<file path="src/rtl/csr_issue_ctrl.sv">
// csr_issue_ctrl: single-entry serialising issue controller for the CSR unit.
// Holds one CSR instruction until it reaches the ROB head, issues it once,
// captures the combinational response and hands it back to the RCU.
module csr_issue_ctrl #(
  parameter int ROB_INDEX_WIDTH       = 4,
  parameter int PHY_REG_ADDR_WIDTH    = 6,
  parameter int XLEN                  = 64,
  parameter int IMM_LEN               = 5,
  parameter int CSR_ADDR_LEN          = 12,
  parameter int EXCEPTION_CAUSE_WIDTH = 4
) (
  input  logic                             clk,
  input  logic                             rst,
  // request from RCU
  input  logic                             rcu_ctrl_req_valid_i,
  output logic                             rcu_ctrl_req_ready_o,
  input  logic [ROB_INDEX_WIDTH-1:0]       rob_index_i,
  input  logic [PHY_REG_ADDR_WIDTH-1:0]    prd_addr_i,
  input  logic [2:0]                       func3_i,
  input  logic [XLEN-1:0]                  prs1_data_i,
  input  logic [IMM_LEN-1:0]               imm_i,
  input  logic [CSR_ADDR_LEN-1:0]          csr_addr_i,
  input  logic                             csr_do_read_i,
  input  logic                             csr_do_write_i,
  input  logic [ROB_INDEX_WIDTH-1:0]       rob_head_index_i,
  input  logic                             flush_i,
  // request to CSR unit
  output logic                             ctrl_csr_req_valid_o,
  output logic [ROB_INDEX_WIDTH-1:0]       ctrl_rob_index_o,
  output logic [PHY_REG_ADDR_WIDTH-1:0]    ctrl_prd_addr_o,
  output logic [2:0]                       ctrl_func3_o,
  output logic [XLEN-1:0]                  ctrl_prs1_data_o,
  output logic [IMM_LEN-1:0]               ctrl_imm_o,
  output logic [CSR_ADDR_LEN-1:0]          ctrl_csr_addr_o,
  output logic                             ctrl_csr_do_read_o,
  output logic                             ctrl_csr_do_write_o,
  // response from CSR unit
  input  logic                             csr_resp_valid_i,
  input  logic [ROB_INDEX_WIDTH-1:0]       csr_wrb_rob_index_i,
  input  logic [PHY_REG_ADDR_WIDTH-1:0]    csr_wrb_addr_i,
  input  logic [XLEN-1:0]                  csr_wrb_data_i,
  input  logic                             csr_exception_i,
  input  logic [EXCEPTION_CAUSE_WIDTH-1:0] csr_ecause_i,
  // writeback to RCU
  output logic                             wb_valid_o,
  input  logic                             wb_ready_i,
  output logic [ROB_INDEX_WIDTH-1:0]       wb_rob_index_o,
  output logic [PHY_REG_ADDR_WIDTH-1:0]    wb_addr_o,
  output logic [XLEN-1:0]                  wb_data_o,
  output logic                             wb_exception_o,
  output logic [EXCEPTION_CAUSE_WIDTH-1:0] wb_ecause_o,
  output logic                             csr_busy_o
);

  typedef enum logic [1:0] {
    IDLE      = 2'd0,
    WAIT_HEAD = 2'd1,
    ISSUE     = 2'd2,
    WRB       = 2'd3
  } state_e;

  state_e state, state_next;

  // captured request payload
  logic [ROB_INDEX_WIDTH-1:0]       rob_index_q;
  logic [PHY_REG_ADDR_WIDTH-1:0]    prd_addr_q;
  logic [2:0]                       func3_q;
  logic [XLEN-1:0]                  prs1_data_q;
  logic [IMM_LEN-1:0]               imm_q;
  logic [CSR_ADDR_LEN-1:0]          csr_addr_q;
  logic                             csr_do_read_q;
  logic                             csr_do_write_q;

  // captured writeback payload
  logic [ROB_INDEX_WIDTH-1:0]       wb_rob_index_q;
  logic [PHY_REG_ADDR_WIDTH-1:0]    wb_addr_q;
  logic [XLEN-1:0]                  wb_data_q;
  logic                             wb_exception_q;
  logic [EXCEPTION_CAUSE_WIDTH-1:0] wb_ecause_q;

  logic accept;
  logic resp_capture;

  assign accept       = rcu_ctrl_req_valid_i & rcu_ctrl_req_ready_o;
  // a flushed ISSUE must not latch a response that belongs to a dropped entry
  assign resp_capture = (state == ISSUE) & csr_resp_valid_i & ~flush_i;

  // State register with synchronous reset.
  always_ff @(posedge clk) begin
    // NOTE: sequential state uses non-blocking assignments so every flop
    // samples pre-edge values regardless of process ordering.
    if (rst) state <= IDLE;
    else     state <= state_next;
  end

  // Next-state logic; flush overrides every transition.
  always_comb begin
    // NOTE: default assignment first so no path leaves state_next unassigned,
    // which would otherwise infer a latch.
    state_next = state;
    case (state)
      IDLE:      if (accept)                             state_next = WAIT_HEAD;
      WAIT_HEAD: if (rob_index_q == rob_head_index_i)    state_next = ISSUE;
      ISSUE:     if (csr_resp_valid_i)                   state_next = WRB;
      WRB:       if (wb_ready_i)                         state_next = IDLE;
      default:                                           state_next = IDLE;
    endcase
    if (flush_i) state_next = IDLE;
  end

  // Handshake and status outputs decoded from the current state.
  always_comb begin
    rcu_ctrl_req_ready_o = 1'b0;
    ctrl_csr_req_valid_o = 1'b0;
    wb_valid_o           = 1'b0;
    csr_busy_o           = (state != IDLE);
    case (state)
      IDLE:    rcu_ctrl_req_ready_o = ~flush_i;
      ISSUE:   ctrl_csr_req_valid_o = ~flush_i;
      WRB:     wb_valid_o           = 1'b1;
      default: ;
    endcase
  end

  // Request payload capture on the RCU handshake.
  always_ff @(posedge clk) begin
    if (rst) begin
      rob_index_q    <= '0;
      prd_addr_q     <= '0;
      func3_q        <= '0;
      prs1_data_q    <= '0;
      imm_q          <= '0;
      csr_addr_q     <= '0;
      csr_do_read_q  <= 1'b0;
      csr_do_write_q <= 1'b0;
    end else if (accept) begin
      rob_index_q    <= rob_index_i;
      prd_addr_q     <= prd_addr_i;
      func3_q        <= func3_i;
      prs1_data_q    <= prs1_data_i;
      imm_q          <= imm_i;
      csr_addr_q     <= csr_addr_i;
      csr_do_read_q  <= csr_do_read_i;
      csr_do_write_q <= csr_do_write_i;
    end
  end

  // Writeback payload capture from the combinational CSR response.
  always_ff @(posedge clk) begin
    if (rst) begin
      wb_rob_index_q <= '0;
      wb_addr_q      <= '0;
      wb_data_q      <= '0;
      wb_exception_q <= 1'b0;
      wb_ecause_q    <= '0;
    end else if (resp_capture) begin
      wb_rob_index_q <= csr_wrb_rob_index_i;
      wb_addr_q      <= csr_wrb_addr_i;
      wb_data_q      <= csr_wrb_data_i;
      wb_exception_q <= csr_exception_i;
      wb_ecause_q    <= csr_ecause_i;
    end
  end

  assign ctrl_rob_index_o    = rob_index_q;
  assign ctrl_prd_addr_o     = prd_addr_q;
  assign ctrl_func3_o        = func3_q;
  assign ctrl_prs1_data_o    = prs1_data_q;
  assign ctrl_imm_o          = imm_q;
  assign ctrl_csr_addr_o     = csr_addr_q;
  assign ctrl_csr_do_read_o  = csr_do_read_q;
  assign ctrl_csr_do_write_o = csr_do_write_q;

  assign wb_rob_index_o = wb_rob_index_q;
  assign wb_addr_o      = wb_addr_q;
  assign wb_data_o      = wb_data_q;
  assign wb_exception_o = wb_exception_q;
  assign wb_ecause_o    = wb_ecause_q;

endmodule

</file>
<file path="config.mk">
export PLATFORM = sky130hd
export DESIGN_NAME = csr_issue_ctrl
export DESIGN_NICKNAME = d
export VERILOG_FILES = /design/src/rtl/csr_issue_ctrl.sv
export SDC_FILE = /design/constraint.sdc
export NUM_CORES = 1
export LEC_CHECK = 0
export BUFFER_PORTS_ARGS = -buffer_cell sky130_fd_sc_hd__buf_2
export CORE_MARGIN = 2
export CORE_UTILIZATION = 25
export CTS_CLUSTER_DIAMETER = 100
export DETAILED_ROUTE_END_ITERATION = 6
export PLACE_DENSITY = 0.53
export RECOVER_POWER = 25
export REMOVE_ABC_BUFFERS = 1
export SLEW_MARGIN = 10
export SYNTH_ARGS = -nofsm -noshare
export SYNTH_HDL_FRONTEND = slang
export SYNTH_SLANG_ARGS = --single-unit
</file>
<file path="constraint.sdc">
create_clock -name clk -period 1.4 [get_ports clk]
set_input_delay 0 -clock clk [delete_from_list [all_inputs] [get_ports clk]]
set_output_delay 0 -clock clk [all_outputs]
set_load 0.01 [all_outputs]
</file>
==> metrics, run 1 <==
num rows 57; top-area cell type share of the netlist area 56.5%; H-tree depth 4; first-pass GRT wire length 37400 um; area grow syn2layout 107%; CTS tree yes; total power 12.0 mW; CTS sink count 177; setup ws final -0.169 ns; Final nets 1555; Post-Route WL 28200 um; post-place setup slack -0.150 ns; Antenna Nets Post-Route 0; maximum vdd drop 0.000545 V; synthesized instance count 791; Post-synth EDFFs 0; Hold EP wb_data_o[6]$_SDFFE_PP0P_; die height 162 um; clk buf depth 2; status complete, but fails checks; Post-Synthesis Cell Area 6270 um^2; layout cells sized above 1 48.3%; post-DR wirelength/cell 16.6 um; Max Clk Rate 637 MHz; hold path start rst; width of the die 162 um; slowest cell on the critical path dfxtp_2; Cell Area, Placed 8540 um^2; Setup TNS -12.49 ns; FF-to-FF End state[0]$_SDFFE_PP0P_; worst hold path type input port to flip-flop; worst path cell trace inv_4 -> ha_4 -> buf_4 -> a221o_1 -> nor4_2 -> nor3_1; Core Area 24500 um^2; final max-slew violation count 0; initial DRC count 406; PwrDens 921 nW/um^2; gp weighted congestion 0.766; die area 26400 um^2; Mean Syn Cell Area 7.93 um^2; WS Path Type flip-flop to flip-flop; FF-to-FF Start state[0]$_SDFFE_PP0P_; top cell type by total area after synthesis dfxtp_1; Startpoint Class flip-flop; Worst-Margin Slew 0.609 ns; top cells by area, synth dfxtp_1 56%, nand2_1 21%, a21oi_1 14%; post-DP HPWL 14800 um; flops & latches, synth 177; CP peak stage delay 0.37 ns; Post-synth top flop dfxtp_1; min Tclk post-route 1.57 ns; asr flop ratio synth 0%; Avg Vias per Cell 4.55; reg2reg setup slack -0.17 ns; RSZ-0062 raised after global routing true; PortBufs 363; clk_skew 0.0101 ns; crit-path max FO 2; max_cap viols 0; Buffers & Inverters on Critical Path 2; DRC Markers 0; diode count 0; Ys Warns 0; synth unique cells 25; synth cell count leaders 351 x nand2_1, 177 x a21oi_1, 177 x dfxtp_1; top-count cell post-synth nand2_1; initial antenna violation count 0; critical path endpoint category flip-flop; Tot GR Track Use 17.7%; Tcrit/Tclk final 112%; vias in the first global route 7449; Hold Path Cell Cnt 3; CTS Buf Count 17; clock latency on the worst-skew pair 0.42 ns; setup violators final 168; delay-heaviest family, CP simple AND/OR/NAND/NOR gates; clock transition at the registers of the reported paths 0.07 ns; Initial Util 25.7%; clk root buf clkbuf_16; Final Hold Vio Count 0; grt ovf 0; drt first pass iters 5; slew margin rel. 59.4%; Ports 364; vias 7752; Lkg Pwr 5.79 nW; Reg2Reg Depth 6; critical path arrival 1.86 ns; Worst EP required 1.70 ns; violated checks negative setup slack; sequential share of the synthesized area 56.5%; largest net degree at the start of global routing 85; final instance area 13000 um^2
-- report_power, final --
| group | internal, mW | total [mW] | leakage, nW | switching (mW) |
|---|---|---|---|---|
| combinational | 0.968 | 1.85 | 4.07 | 0.879 |
| clock | 2.68 | 4.86 | 0.280 | 2.18 |
| sequential | 5.17 | 5.25 | 1.44 | 0.0741 |
-- repair_timing --
action                                  in CTS  in global routing
pin swaps                                   11                144
buffers inserted                            14                 14
cloned                                       9                 20
hold buffers                               177                  0
hold endpoints to repair                   177                  0
gates resized for setup                     58                324
endpoints found under the setup margin     177                179
-- how the worst max path moves through the flow --
| stage | start | end | slack [ns] | depth (start not counted) |
|---|---|---|---|---|
| 6_report | state[0]$_SDFFE_PP0P_ | state[0]$_SDFFE_PP0P_ | -0.17 | 6 |
| 2_1_floorplan | state[0]$_SDFFE_PP0P_ | ctrl_csr_addr_o[0]$_SDFFE_PP0P_ | -1.39 | 6 |
| 4_1_cts | state[1]$_SDFFE_PP0P_ | ctrl_prs1_data_o[61]$_SDFFE_PP0P_ | -0.13 | 9 |
| 3_3_place_gp | state[0]$_SDFFE_PP0P_ | state[0]$_SDFFE_PP0P_ | -0.14 | 6 |
| 5_1_grt | state[0]$_SDFFE_PP0P_ | wb_data_o[40]$_SDFFE_PP0P_ | -0.23 | 8 |
| 3_5_place_dp | state[0]$_SDFFE_PP0P_ | ctrl_prs1_data_o[60]$_SDFFE_PP0P_ | -0.15 | 7 |
-- worst register-to-register path, delay by kind of cell (launching register included) --
kind | cells | cell delay (ns)
compound gates | 1 | 0.32
buf+inv | 2 | 0.20
flops | 1 | 0.37
simple gates | 2 | 0.41
fa+ha+maj | 1 | 0.16
-- registers in the layout, summed over array words and instances (netlist names), 4 cells and up --
name,cells
ctrl_imm_o,5
wb_rob_index_o,4
ctrl_csr_addr_o,12
wb_addr_o,6
wb_ecause_o,4
ctrl_rob_index_o,4
ctrl_prd_addr_o,6
wb_data_o,64
ctrl_prs1_data_o,64
-- stage by stage --
step | util (%) | hold WS [ns] | instances
after floorplan | - | 0.0257 | 733
after global placement | 34.9 | 0.239 | 1448
after detailed placement | 34.9 | 0.245 | 1448
after CTS | 47.1 | 0.0263 | 1678
after global routing | 53.1 | 0.0899 | 1702
final | 53.1 | 0.0881 | 1702
-- final cells by class --
type / count / area, um^2
clock buffer: 19 / 433
inverter: 4 / 20.0
clock inverter: 12 / 153
multi-input combinational: 553 / 3630
fill: 2143 / 11500
sequential: 177 / 3550
tap: 324 / 405
timing repair buffer: 613 / 4790
-- cells by family (layout without fill, tap and decap cells) --
kind of cell    count (synthesis)  count (layout)  synth area share (%)
simple gates                  362             363                  22.3
compound gates                182             182                  14.8
flops                         177             177                  56.5
buf+inv                        62             648                  5.06
fa+ha+maj                       4               4                 0.798
xor+xnor                        4               4                 0.558
-- per-layer routing --
layer,part of all wire [%],up-vias,track usage [%]
met5,0,-,0
met4,1.9,0,4.06
met3,8.0,44,5.58
met2,51,348,31.8
met1,39,3659,20.5
li1,-,3701,-
-- cell usage in the layout (no fill, tap or decap), types with 3 or more instances in the layout --
master / n
buf_2: 317
nand2_1: 233
dlygate4sd3_1: 177
dfxtp_1: 175
a21oi_2: 108
nand2_4: 77
a21oi_1: 69
clkbuf_1: 46
nand2_2: 41
clkbuf_16: 32
buf_12: 19
buf_6: 14
buf_4: 13
buf_8: 10
xor2_1: 4
ha_4: 4
clkinv_4: 4
buf_16: 4
nor2b_4: 3
inv_8: 3
Note: power is estimated with default switching activity, not from simulation.
==> inputs of run 2 (changes only) <==
- PLACE_DENSITY: 0.53 -> 0.52
- SLEW_MARGIN: 10 -> not set
- clock period: 1.4 -> 2 ns (I/O delays scaled with it)
==> run 2 against run 1 <==
The run now ends clean. Non-clock buffer count fell by 58. Clock skew rose by 0.0078 ns. Largest power group unchanged. Wire length fell by 20%. Sequential power fell by 30%. Core utilization fell by 9.4 points.
==> metrics, run 2 (synthesized netlist as in run 1, its figures left out) <==
slew margin rel. 59.1%; Util after Layout 43.6%; Final Hold Vio Count 0; commonest non-fill, non-tap cells in the layout 350 x nand2_1, 273 x buf_2, 177 x a21oi_1, 177 x dfxtp_1, 176 x dlygate4sd3_1; final max-slew violation count 0; layout cells sized above 1 24.8%; Worst-Margin Slew 0.613 ns; first-pass GRT wire length 34900 um; global-route met1 utilization 18.7%; PwrDens 742 nW/um^2; multi-input logic area 2420 um^2; Tot GR Track Use 16.3%; initial antenna violation count 1; die height 162 um; fillers 2413; Post-Route WL 22500 um; num rows 57; critical path arrival 2.05 ns; Register Area 3540 um^2; Core Area 24500 um^2; met2 Track Usage GR 29.3%; crit-path max FO 11; setup violators final 0; PortBufs 363; maximum vdd drop 0.000463 V; FF-to-FF Start state[0]$_SDFFE_PP0P_; clk root buf clkbuf_16; FF-to-FF End ctrl_prs1_data_o[26]$_SDFFE_PP0P_; post-DP HPWL 14700 um; RSZ-0062 raised after global routing false; Ports 364; clock transition at the registers of the reported paths 0.08 ns; Worst EP required 2.35 ns; min Tclk post-route 1.70 ns; worst hold slack 0.0504 ns; vias in the first global route 7033; CTS tree yes; Max Clk Rate 588 MHz; commonest non-fill, non-tap cell in the layout nand2_1; area grow syn2layout 70.0%; hold path start csr_resp_valid_i; clk_skew 0.0179 ns; CTS sink count 177; H-tree depth 4; critical path endpoint category flip-flop; total power 7.92 mW; Gates resized, CTS repair 0; WS Path Type flip-flop to flip-flop; status finished, final reports clean; DRC Markers 0; drt first pass iters 4; width of the die 162 um; Tcrit/Tclk final 85.0%; vias 7061; Antenna Nets Post-Route 0; initial DRC count 440; Hold Path Cell Cnt 5; max_cap viols 0; gr busiest metal met2; grt ovf 0; reg2reg setup slack 0.30 ns; die area 26400 um^2; worst hold path type input port to flip-flop; Lkg Pwr 4.48 nW; Initial Util 25.7%; Startpoint Class flip-flop; Reg2Reg Depth 7; gp weighted congestion 0.734; Hold EP state[1]$_SDFFE_PP0P_; clock latency on the worst-skew pair 0.43 ns; clk buf depth 2; Final nets 1496; CTS Buf Count 17; post-DR wirelength/cell 13.7 um; Avg Vias per Cell 4.29; M3 GR Usage 5.73%; largest net degree at the start of global routing 80
## run 2: changes by cell type in the layout (fill, tap and decap cells not counted), moves of 14 or more
cell and delta:
clkbuf_1 +44, clkbuf_16 -15, nand2_1 +117, nand2_4 -76, buf_2 -44, a21oi_2 -108, nand2_2 -40, buf_6 -14
a21oi_1 +108
## run 2: metal layers
metal	vias to the layer above	routed length [um]
met5	-	0
met4	0	104
met3	9	2100
met1	3196	9420
li1	3573	-
met2	283	10900
## run 2: power by group
part | total, mW | internal, mW | switching (mW) | leakage (nW)
clock network | 3.29 | 1.72 | 1.57 | 0.285
logic | 0.960 | 0.525 | 0.434 | 2.76
registers | 3.67 | 3.62 | 0.0507 | 1.44
## run 2: metrics by stage
stage,setup TNS [ns],cell area [um^2],cells,setup slack [ns]
6_report,0,10700,1645,0.300
5_1_grt,0,10700,1645,0.166
4_1_cts,0,10800,1644,0.330
3_5_place_dp,0,8440,1436,0.337
3_3_place_gp,0,8440,1436,0.366
2_1_floorplan,-114.71,5970,733,-0.790
## run 2: timing repair
action | 4_1_cts | 5_1_grt
buffers inserted | 0 | 0
hold buffers | 176 | 0
endpoints found under the hold margin | 177 | 0
## run 2: layout make-up
type,instances,share of cell area [%]
Timing Repair Buffer,555,34.7
Tap cell,324,3.80
Clock inverter,12,1.13
Inverter,4,0.141
Multi-Input combinational cell,552,22.7
Antenna cell,1,0.0235
Sequential cell,177,33.2
Clock buffer,20,4.28
## run 2: worst max-delay path by stage
| stage | startpoint | endpoint | slack, ns | cells after the start |
|---|---|---|---|---|
| 2_1_floorplan | state[0]$_SDFFE_PP0P_ | ctrl_csr_addr_o[0]$_SDFFE_PP0P_ | -0.79 | 6 |
| 3_3_place_gp | state[0]$_SDFFE_PP0P_ | ctrl_prs1_data_o[2]$_SDFFE_PP0P_ | 0.37 | 7 |
| 3_5_place_dp | state[0]$_SDFFE_PP0P_ | wb_data_o[49]$_SDFFE_PP0P_ | 0.34 | 7 |
| 4_1_cts | state[0]$_SDFFE_PP0P_ | ctrl_prs1_data_o[55]$_SDFFE_PP0P_ | 0.33 | 7 |
| 5_1_grt | state[0]$_SDFFE_PP0P_ | ctrl_prs1_data_o[26]$_SDFFE_PP0P_ | 0.17 | 7 |
| 6_report | state[0]$_SDFFE_PP0P_ | ctrl_prs1_data_o[26]$_SDFFE_PP0P_ | 0.30 | 7 |
## run 2: worst max-delay path, cell delays in order, from the launching register on
cell	delay (ns)
dfxtp_1	0.34
inv_1	0.09
ha_1	0.23
nor2b_4	0.21
and2_4	0.28
buf_4	0.22
nand2_1	0.09
a21oi_1	0.16
